File: config.mk
export PLATFORM = sky130hd
export DESIGN_NAME = int_stack_controller
export DESIGN_NICKNAME = d
export VERILOG_FILES = /design/src/rtl/int_stack_controller_pkg.sv /design/src/rtl/stack_pointer.sv /design/src/rtl/int_stack_controller.sv
export SDC_FILE = /design/constraint.sdc
export NUM_CORES = 1
export LEC_CHECK = 0
export BUFFER_PORTS_ARGS = -buffer_cell sky130_fd_sc_hd__clkbuf_2
export CAP_MARGIN = 10
export CORE_UTILIZATION = 58
export CTS_BUF_LIST = sky130_fd_sc_hd__clkbuf_2 sky130_fd_sc_hd__clkbuf_4 sky130_fd_sc_hd__clkbuf_8
export DETAILED_ROUTE_END_ITERATION = 8
export PLACE_DENSITY_LB_ADDON = 0.2
export SYNTH_ARGS = -nofsm -noshare
export SYNTH_HDL_FRONTEND = slang
export SYNTH_HIERARCHICAL = 1
export SYNTH_SLANG_ARGS = --single-unit
File: constraint.sdc
create_clock -name clk -period 5.7 [get_ports clk]
set_input_delay 1.425 -clock clk [delete_from_list [all_inputs] [get_ports clk]]
set_output_delay 1.425 -clock clk [all_outputs]
set_load 0.05 [all_outputs]
File: src/rtl/int_stack_controller_pkg.sv
// Shared types and constants for the interrupt stack controller.
package int_stack_controller_pkg;

  typedef enum logic [3:0] {
    IDLE,
    E_PCH,
    E_PCL,
    E_CCR,
    E_JMP,
    R_CCR,
    R_PCL,
    R_PCH,
    R_JMP
  } state_t;

  localparam logic [1:0] STEP_0 = 2'd0;
  localparam logic [1:0] STEP_1 = 2'd1;
  localparam logic [1:0] STEP_2 = 2'd2;
  localparam logic [1:0] STEP_3 = 2'd3;

  localparam logic [31:0] SP_RESET_DEFAULT = 32'h0000_07FF;

endpackage

File: src/rtl/stack_pointer.sv
// Stack pointer register with +/-1 update, modulo 2^32.
// One-cycle update; inc and dec are never requested together.
module stack_pointer
  import int_stack_controller_pkg::*;
#(
  parameter logic [31:0] SP_RESET = SP_RESET_DEFAULT
) (
  input  logic        clk,
  input  logic        rst,
  input  logic        inc,
  input  logic        dec,
  output logic [31:0] sp,
  output logic [31:0] sp_inc
);

  assign sp_inc = sp + 32'd1;

  always_ff @(posedge clk) begin
    if (!rst) begin
      sp <= SP_RESET;
    end else if (inc) begin
      sp <= sp_inc;
    end else if (dec) begin
      sp <= sp - 32'd1;
    end
  end

endmodule

File: src/rtl/int_stack_controller.sv
// Interrupt entry/return sequencer: saves PC and CCR on the data stack, jumps to the ISR, restores on rti.
// Entry and return each take 4 stall cycles; no backpressure, memory stage accepts one access per cycle.
module int_stack_controller
  import int_stack_controller_pkg::*;
#(
  parameter logic [31:0] SP_RESET = SP_RESET_DEFAULT
) (
  input  logic        clk,
  input  logic        rst,
  input  logic        int_req,
  input  logic        rti,
  input  logic [31:0] pc_in,
  input  logic [2:0]  ccr_in,
  input  logic [31:0] isr_addr,
  input  logic [15:0] mem_rdata,
  output logic        push,
  output logic        pop,
  output logic [31:0] sp_addr,
  output logic [15:0] wdata,
  output logic [1:0]  counter,
  output logic        int_sig,
  output logic        stall,
  output logic        pc_load,
  output logic [31:0] pc_value,
  output logic        ccr_load,
  output logic [2:0]  ccr_value,
  output logic        stack_err
);

  state_t      state;
  logic        pending;
  logic        in_isr;
  logic [15:0] pc_lo;
  logic [2:0]  ccr_sav;
  logic [31:0] sp;
  logic [31:0] sp_inc;

  stack_pointer #(.SP_RESET(SP_RESET)) u_sp (
    .clk    (clk),
    .rst    (rst),
    .inc    (pop),
    .dec    (push),
    .sp     (sp),
    .sp_inc (sp_inc)
  );

  // Push is post-decrement (address SP), pop is pre-increment (address SP+1).
  assign sp_addr = pop ? sp_inc : sp;

  // Outputs are registered for the state being entered, so they line up with state.
  always_ff @(posedge clk) begin
    if (!rst) begin
      state     <= IDLE;
      pending   <= 1'b0;
      in_isr    <= 1'b0;
      stack_err <= 1'b0;
      pc_lo     <= '0;
      ccr_sav   <= '0;
      push      <= 1'b0;
      pop       <= 1'b0;
      wdata     <= '0;
      counter   <= STEP_0;
      int_sig   <= 1'b0;
      stall     <= 1'b0;
      pc_load   <= 1'b0;
      pc_value  <= '0;
      ccr_load  <= 1'b0;
      ccr_value <= '0;
    end else begin
      push      <= 1'b0;
      pop       <= 1'b0;
      wdata     <= '0;
      counter   <= STEP_0;
      int_sig   <= 1'b0;
      stall     <= 1'b0;
      pc_load   <= 1'b0;
      pc_value  <= '0;
      ccr_load  <= 1'b0;
      ccr_value <= '0;
      pending   <= pending | int_req;

      if (pop && (sp == SP_RESET)) begin
        stack_err <= 1'b1;
      end

      case (state)
        IDLE: begin
          // A pending request after R_JMP waits here one cycle so pc_in reflects the restored PC.
          if (rti && in_isr) begin
            state <= R_CCR;
            pop   <= 1'b1;
            stall <= 1'b1;
          end else if (pending && !in_isr) begin
            state   <= E_PCH;
            pending <= int_req;
            pc_lo   <= pc_in[15:0];
            ccr_sav <= ccr_in;
            push    <= 1'b1;
            wdata   <= pc_in[31:16];
            int_sig <= 1'b1;
            stall   <= 1'b1;
          end
        end
        E_PCH: begin
          state   <= E_PCL;
          push    <= 1'b1;
          wdata   <= pc_lo;
          counter <= STEP_1;
          int_sig <= 1'b1;
          stall   <= 1'b1;
        end
        E_PCL: begin
          state   <= E_CCR;
          push    <= 1'b1;
          wdata   <= {13'b0, ccr_sav};
          counter <= STEP_2;
          int_sig <= 1'b1;
          stall   <= 1'b1;
        end
        E_CCR: begin
          state    <= E_JMP;
          pc_load  <= 1'b1;
          pc_value <= isr_addr;
          counter  <= STEP_3;
          int_sig  <= 1'b1;
          stall    <= 1'b1;
        end
        E_JMP: begin
          state  <= IDLE;
          in_isr <= 1'b1;
        end
        R_CCR: begin
          state   <= R_PCL;
          ccr_sav <= mem_rdata[2:0];
          pop     <= 1'b1;
          counter <= STEP_1;
          stall   <= 1'b1;
        end
        R_PCL: begin
          state   <= R_PCH;
          pc_lo   <= mem_rdata;
          pop     <= 1'b1;
          counter <= STEP_2;
          stall   <= 1'b1;
        end
        R_PCH: begin
          state     <= R_JMP;
          pc_load   <= 1'b1;
          pc_value  <= {mem_rdata, pc_lo};
          ccr_load  <= 1'b1;
          ccr_value <= ccr_sav;
          counter   <= STEP_3;
          stall     <= 1'b1;
        end
        R_JMP: begin
          state  <= IDLE;
          in_isr <= 1'b0;
        end
        default: state <= IDLE;
      endcase
    end
  end

endmodule

Word level (Yosys, flattened, before mapping)
Index checks and enable logic that the tools add are counted.
{"block": "word_totals", "register_bits": 117, "out_inout_bits": 92}
{"block": "op_classes", "n_addsub": 2, "eq_ne": 12, "muxes": 31, "bitwise_logic": 1, "reduce_logical": 19}
{"operator": "$mux 32", "n": 3}
{"operator": "$mux 16", "n": 4}
{"operator": "$pmux 32 s2", "n": 1}
{"operator": "$pmux 16 s3", "n": 1}
{"operator": "$add 32x1->32 const B", "n": 1}
{"operator": "$eq 32x11->1 const B", "n": 1}
{"operator": "$pmux 16 s2", "n": 1}
{"operator": "$sub 32x1->32 const B", "n": 1}
{"operator": "$pmux 4 s7", "n": 1}
{"operator": "$eq 4x3->1 const B", "n": 4}
{"operator": "$pmux 1 s2", "n": 5}
{"operator": "$reduce_or 2->1", "n": 5}
{"operator": "$mux 1", "n": 9}
{"operator": "$eq 4x2->1 const B", "n": 2}
{"operator": "$mux 4", "n": 2}
{"operator": "$reduce_bool 2->1", "n": 4}
{"operator": "$mux 3", "n": 2}
{"operator": "$pmux 2 s3", "n": 1}
{"operator": "$pmux 3 s2", "n": 1}
{"operator": "$reduce_and 3->1", "n": 2}
{"operator": "$reduce_or 6->1", "n": 1}
{"operator": "$eq 4x1->1 const B", "n": 1}
{"operator": "$eq 4x4->1 const B", "n": 1}
{"operator": "$logic_not 4->1", "n": 1}
{"operator": "other kinds (7)", "n": 10}

Logic depth before layout (Yosys ltp)
{"block": "depth", "ltp_word": 5, "depth_mapped": 8, "depth_no_buf": 7}

Modules after synthesis
Netlist, hierarchy kept.
{"mod": "int_stack_controller", "n_inst": 1, "cells_each": 355, "area_per_inst_um2": 3539.6, "seq_area_each_um2": 1701.6}
{"mod": "stack_pointer", "n_inst": 1, "cells_each": 350, "area_per_inst_um2": 2576.2, "seq_area_each_um2": 640.6}

Worst setup path before layout
Ideal clock, no wire load.
{"block": "synth_path", "path_type": "flip-flop to output port", "start": "register u_sp.sp[5]", "end": "output port sp_addr[31]", "arrival_ps": 2636, "required_time_ps": 4275, "slack_ps": 1639, "path_stages_with_launch": 9, "path_cell_list": "dfxtp_1 > clkbuf_1 > nand3_1 > nor4_1 > and2_1 > clkbuf_1 > nand3_1 > xnor2_1 > mux2_1"}
{"block": "synth_via", "elab_chain_cells": 2}
{"item": "from (decl)", "line_no": "stack_pointer.sv:12", "text": "output logic [31:0] sp,"}
{"item": "from (signal assigned)", "line_no": "stack_pointer.sv:22", "text": "sp <= sp_inc;"}
{"item": "from (signal assigned)", "line_no": "stack_pointer.sv:24", "text": "sp <= sp - 32'd1;"}
{"item": "$add 32x1->32", "line_no": "stack_pointer.sv:16", "text": "assign sp_inc = sp + 32'd1;"}
{"item": "named net sp_inc[31]", "line_no": "int_stack_controller.sv:36", "text": "logic [31:0] sp_inc;"}
{"item": "$mux 32", "line_no": "int_stack_controller.sv:48", "text": "assign sp_addr = pop ? sp_inc : sp;"}
{"item": "to (decl)", "line_no": "int_stack_controller.sv:18", "text": "output logic [31:0] sp_addr,"}
The timed path passes the listed nets, and every way through them passes these cells.

Worst setup path after layout
{"block": "layout_path", "start": "register u_sp.sp[5]", "end": "output port sp_addr[23]"}
Same word-level chain as after synthesis.

==> out/summary.md <==
- 0 — number of setup buffers added after CTS
- 705 — Gate Count Post-Synth
- 0.309 — fraction of layout instances using a drive strength above 1
- 18.3 um — wire length per cell after detailed routing
- flip-flop to flip-flop — type of the worst min-delay path
- 1350 uW — cell internal pwr
- 0 — final-report hold violation count
- sky130_fd_sc_hd__dfxtp_1 — ys flop type
- 6 — synth warn
- 212 uV — IR Drop Worst-Case VDD
- 0 — number of enable flip-flop cells after synthesis
- 0.00696 sq mm — instance area at placement
- 0.347 — Max transition margin
- 0.0644 — post-synthesis xor/xnor area fraction
- 0 — count of antenna-violating nets left after detailed routing
- 28,300 um — wire length of the first global-routing pass
- 0.00737 sq mm — post-route cell area
- sky130_fd_sc_hd__dfxtp_1 — post-synthesis cell type with the largest combined area
- 12,300 um — DP HPWL
- 0 — max cap viols
- flip-flop — kind of start point of the critical path
- 794 — Synth Net Count
- 0.383 — part of the Yosys area used for sequential elements
- 5 — DRT Pass-1 Iters
- 0.411 — clock network fraction of design power
- 0 — post-cts resize count
- 600 uW — net switching power of the design
- u_sp/sp[2] — reg-to-reg startpoint
- u_sp/sp[5] — CP startpoint
- 0 — count of antenna diodes in the layout
- nand3_1, nor4_1, nand2_1, nor4_1, xor2_1, mux2_2, clkbuf_2 — chain of cells forming the critical path
- sky130_fd_sc_hd__clkbuf_8 — root buffer cell
- 0.322 — total routing resource utilization after global routing
- 5,618 — vias in the first global route
- 7 — number of cells on the critical path
- flip-flop to primary output — critical setup path kind
- 0 — final count of pins violating max slew
- 0 — Async S/R FF share, synth
- 3100 ps — data arrival time of the critical path
- 0 — number of hold-repair buffers added at the cts stage
- 0.00612 sq mm — total standard cell area after synthesis
- sky130_fd_sc_hd__dfxtp_1, sky130_fd_sc_hd__mux2_2, sky130_fd_sc_hd__a22o_1, sky130_fd_sc_hd__xnor2_1, sky130_fd_sc_hd__nand3_1 — top post-synthesis cells by area
- 221 MHz — highest clock frequency the design can meet
- primary output — category of the worst setup path capture point
- 0 — Setup Viol. Count Final
- 0.0722 — mux contribution to synthesized area
- 80 ps — register clock-pin slew on the reported worst setup and hold paths
- 265 mW/mm^2 — Power per Cell Area
- 0.0110 sq mm — die footprint
- 0.383 — portion of synthesized cell area occupied by the leading cell type
- 17 — CTS Buf Count
- 4520 ps — Tmin final
- 0.247 — Simple-Gate Fraction of Synth Area
- 117 — count of clock tree sinks
- 5 — length in cells of the worst reg-to-reg path
- 0 — number of antenna violations at the first check in global routing
- 18,200 um — final routed wirelength across all metal layers
- no — setup repair after global routing missed its margin
- 8.67 sq um — Synth Area per Inst
- 0.793 — Tcrit/Tclk final
- simple AND/OR/NAND/NOR gates — dominant combinational cell family by area after synthesis
- yes — TritonCTS clock tree
- simple AND/OR/NAND/NOR gates — category of cells accounting for the largest share of critical-path delay
- 12.5 ps — Final Skew
- 178 — Port Buf Inserts
- 440 ps — Worst-Skew Late Latency
- 4280 ps — required time worst endpoint
- 179 — total I/O pin count
- stack_err — source of the worst hold timing path
- 117 — number of storage elements in the synthesis netlist
- 0.00316 uW — static leakage
- 0.595 — initial core utilization
- 1 — Hold Crit Depth
- 0.0103 sq mm — Core ar.
- 0.176 — area fraction in compound gates after synthesis
- 650 ps — delay of the slowest cell on the worst path
- 2 — number of buffers on the longest clock path
- 0 — leftover overflow at the end of global routing
- 994 — number of non-filler instances in the completed layout
- 1950 uW — Tot Pwr
- 0.308 — proportion of total power due to net switching
- 0 ps — Total Negative Setup Slacks
- 934 — fin nets
- 0 — post-route DRC violation count
- 0.142 — logic gate share of total power
- 63 — Netlist cell types
- 967 ps — slew of the pin with the lowest slew margin
- 20.5% — Layout area overhead
- 12 — Max FO, Critical Path
- 0.00409 — adder and majority cell fraction of the synthesized area
- 962 — cell count after placement
- 577 — number of DRC violations after detailed-routing iteration 0
- 105 um — chip height
- 37 — number of core rows
- sky130_fd_sc_hd__nor4_1 — most common cell type on the critical path
- sky130_fd_sc_hd__nor4_1 — cell with the biggest individual delay on the critical path
- 0.893 — final weighted congestion in routability-driven placement
- finished, final reports clean — status
- 4 — H-tree levels
- 1 — number of buffer and inverter stages on the critical path
- 105 um — die extent in x
- 69 — pin count of the biggest net entering global routing
- 0.446 — sequential power share
- 6.23 — detailed-route vias per instance
- 6,192 — Via Count
==> layout by cell type, fill, tap and decap left out, types with 21 or more instances in the layout <==
cell type,instances
sky130_fd_sc_hd__mux2_2,31
sky130_fd_sc_hd__dfxtp_1,116
sky130_fd_sc_hd__clkbuf_2,178
sky130_fd_sc_hd__nand3_1,42
sky130_fd_sc_hd__xnor2_1,29
sky130_fd_sc_hd__nand2_1,43
sky130_fd_sc_hd__nor3_1,26
sky130_fd_sc_hd__a22o_1,32
sky130_fd_sc_hd__o21ai_0,21
sky130_fd_sc_hd__nor2_1,42
sky130_fd_sc_hd__nand4_1,21
sky130_fd_sc_hd__o21ai_1,21
sky130_fd_sc_hd__a31oi_1,21
==> path summary, 6_finish.rpt <==
check                endpoint  slack [ps]
hold reg to reg     stack_err         490
setup reg to reg  u_sp/sp[21]        3090
setup / recovery  sp_addr[23]        1180
hold / removal      stack_err         490
==> power groups by stage <==
stage | combinational, uW | clock, uW | sequential [uW]
floorplan | 156 | 0 | 916
global placement | 264 | 0 | 886
detailed placement | 270 | 0 | 888
CTS | 273 | 805 | 869
global route | 296 | 839 | 873
finish | 277 | 802 | 871
==> area by class of cell <==
| class | count | area, sq um |
|---|---|---|
| fill | 814 | 2910 |
| sequential | 117 | 2340 |
| timing repair buffer | 187 | 958 |
| multi-input combinational | 512 | 3450 |
| tap | 136 | 170 |
| clock buffer | 18 | 248 |
| clock inverter | 14 | 161 |
| inverter | 10 | 37.5 |
==> logic make-up after synthesis <==
family	Yosys count
mux	40
flops	117
compound gates	155
xor+xnor	45
buf+inv	76
fa+ha+maj	2
simple gates	270
==> cells in the mapped netlist, types with 15 or more instances <==
master,instances
sky130_fd_sc_hd__dfxtp_1,117
sky130_fd_sc_hd__clkbuf_1,46
sky130_fd_sc_hd__nand2_1,43
sky130_fd_sc_hd__nand3_1,42
sky130_fd_sc_hd__nor2_1,42
sky130_fd_sc_hd__a22o_1,32
sky130_fd_sc_hd__mux2_2,31
sky130_fd_sc_hd__xnor2_1,29
sky130_fd_sc_hd__nor3_1,26
sky130_fd_sc_hd__a31oi_1,21
sky130_fd_sc_hd__nand4_1,21
sky130_fd_sc_hd__o21ai_0,21
sky130_fd_sc_hd__o21ai_1,21
sky130_fd_sc_hd__nor4_1,16
sky130_fd_sc_hd__xor2_1,16
sky130_fd_sc_hd__a32oi_1,15
sky130_fd_sc_hd__buf_2,15
==> metal layers <==
metal / routed length (um) / track usage / vias to the layer above
met1: 7890 / 0.433 / 2921
met4: 448 / 0.153 / 0
met2: 8420 / 0.499 / 343
li1: - / - / 2890
met5: 0 / 0 / -
met3: 1420 / 0.0580 / 38
==> state kept, by name, summed over array words and instances, names as in the netlist <==
signal	flops
u_sp/sp	32
wdata	16
push	1
pop	1
stack_err	1
ccr_value	3
pc_value	32
ccr_sav	3
ccr_load	1
pending	1
int_sig	1
pc_lo	16
stall	1
pc_load	1
in_isr	1
state	4
counter	2
==> metrics by stage <==
| step | worst slack (ps) | hold WS [ps] | util |
|---|---|---|---|
| floorplan | 1640 | 450 | - |
| global placement | 1770 | 480 | 0.677 |
| detailed placement | 1730 | 485 | 0.677 |
| CTS | 1220 | 501 | 0.717 |
| global route | 932 | 520 | 0.717 |
| finish | 1180 | 495 | 0.717 |
(Power assumes the default switching activity.)
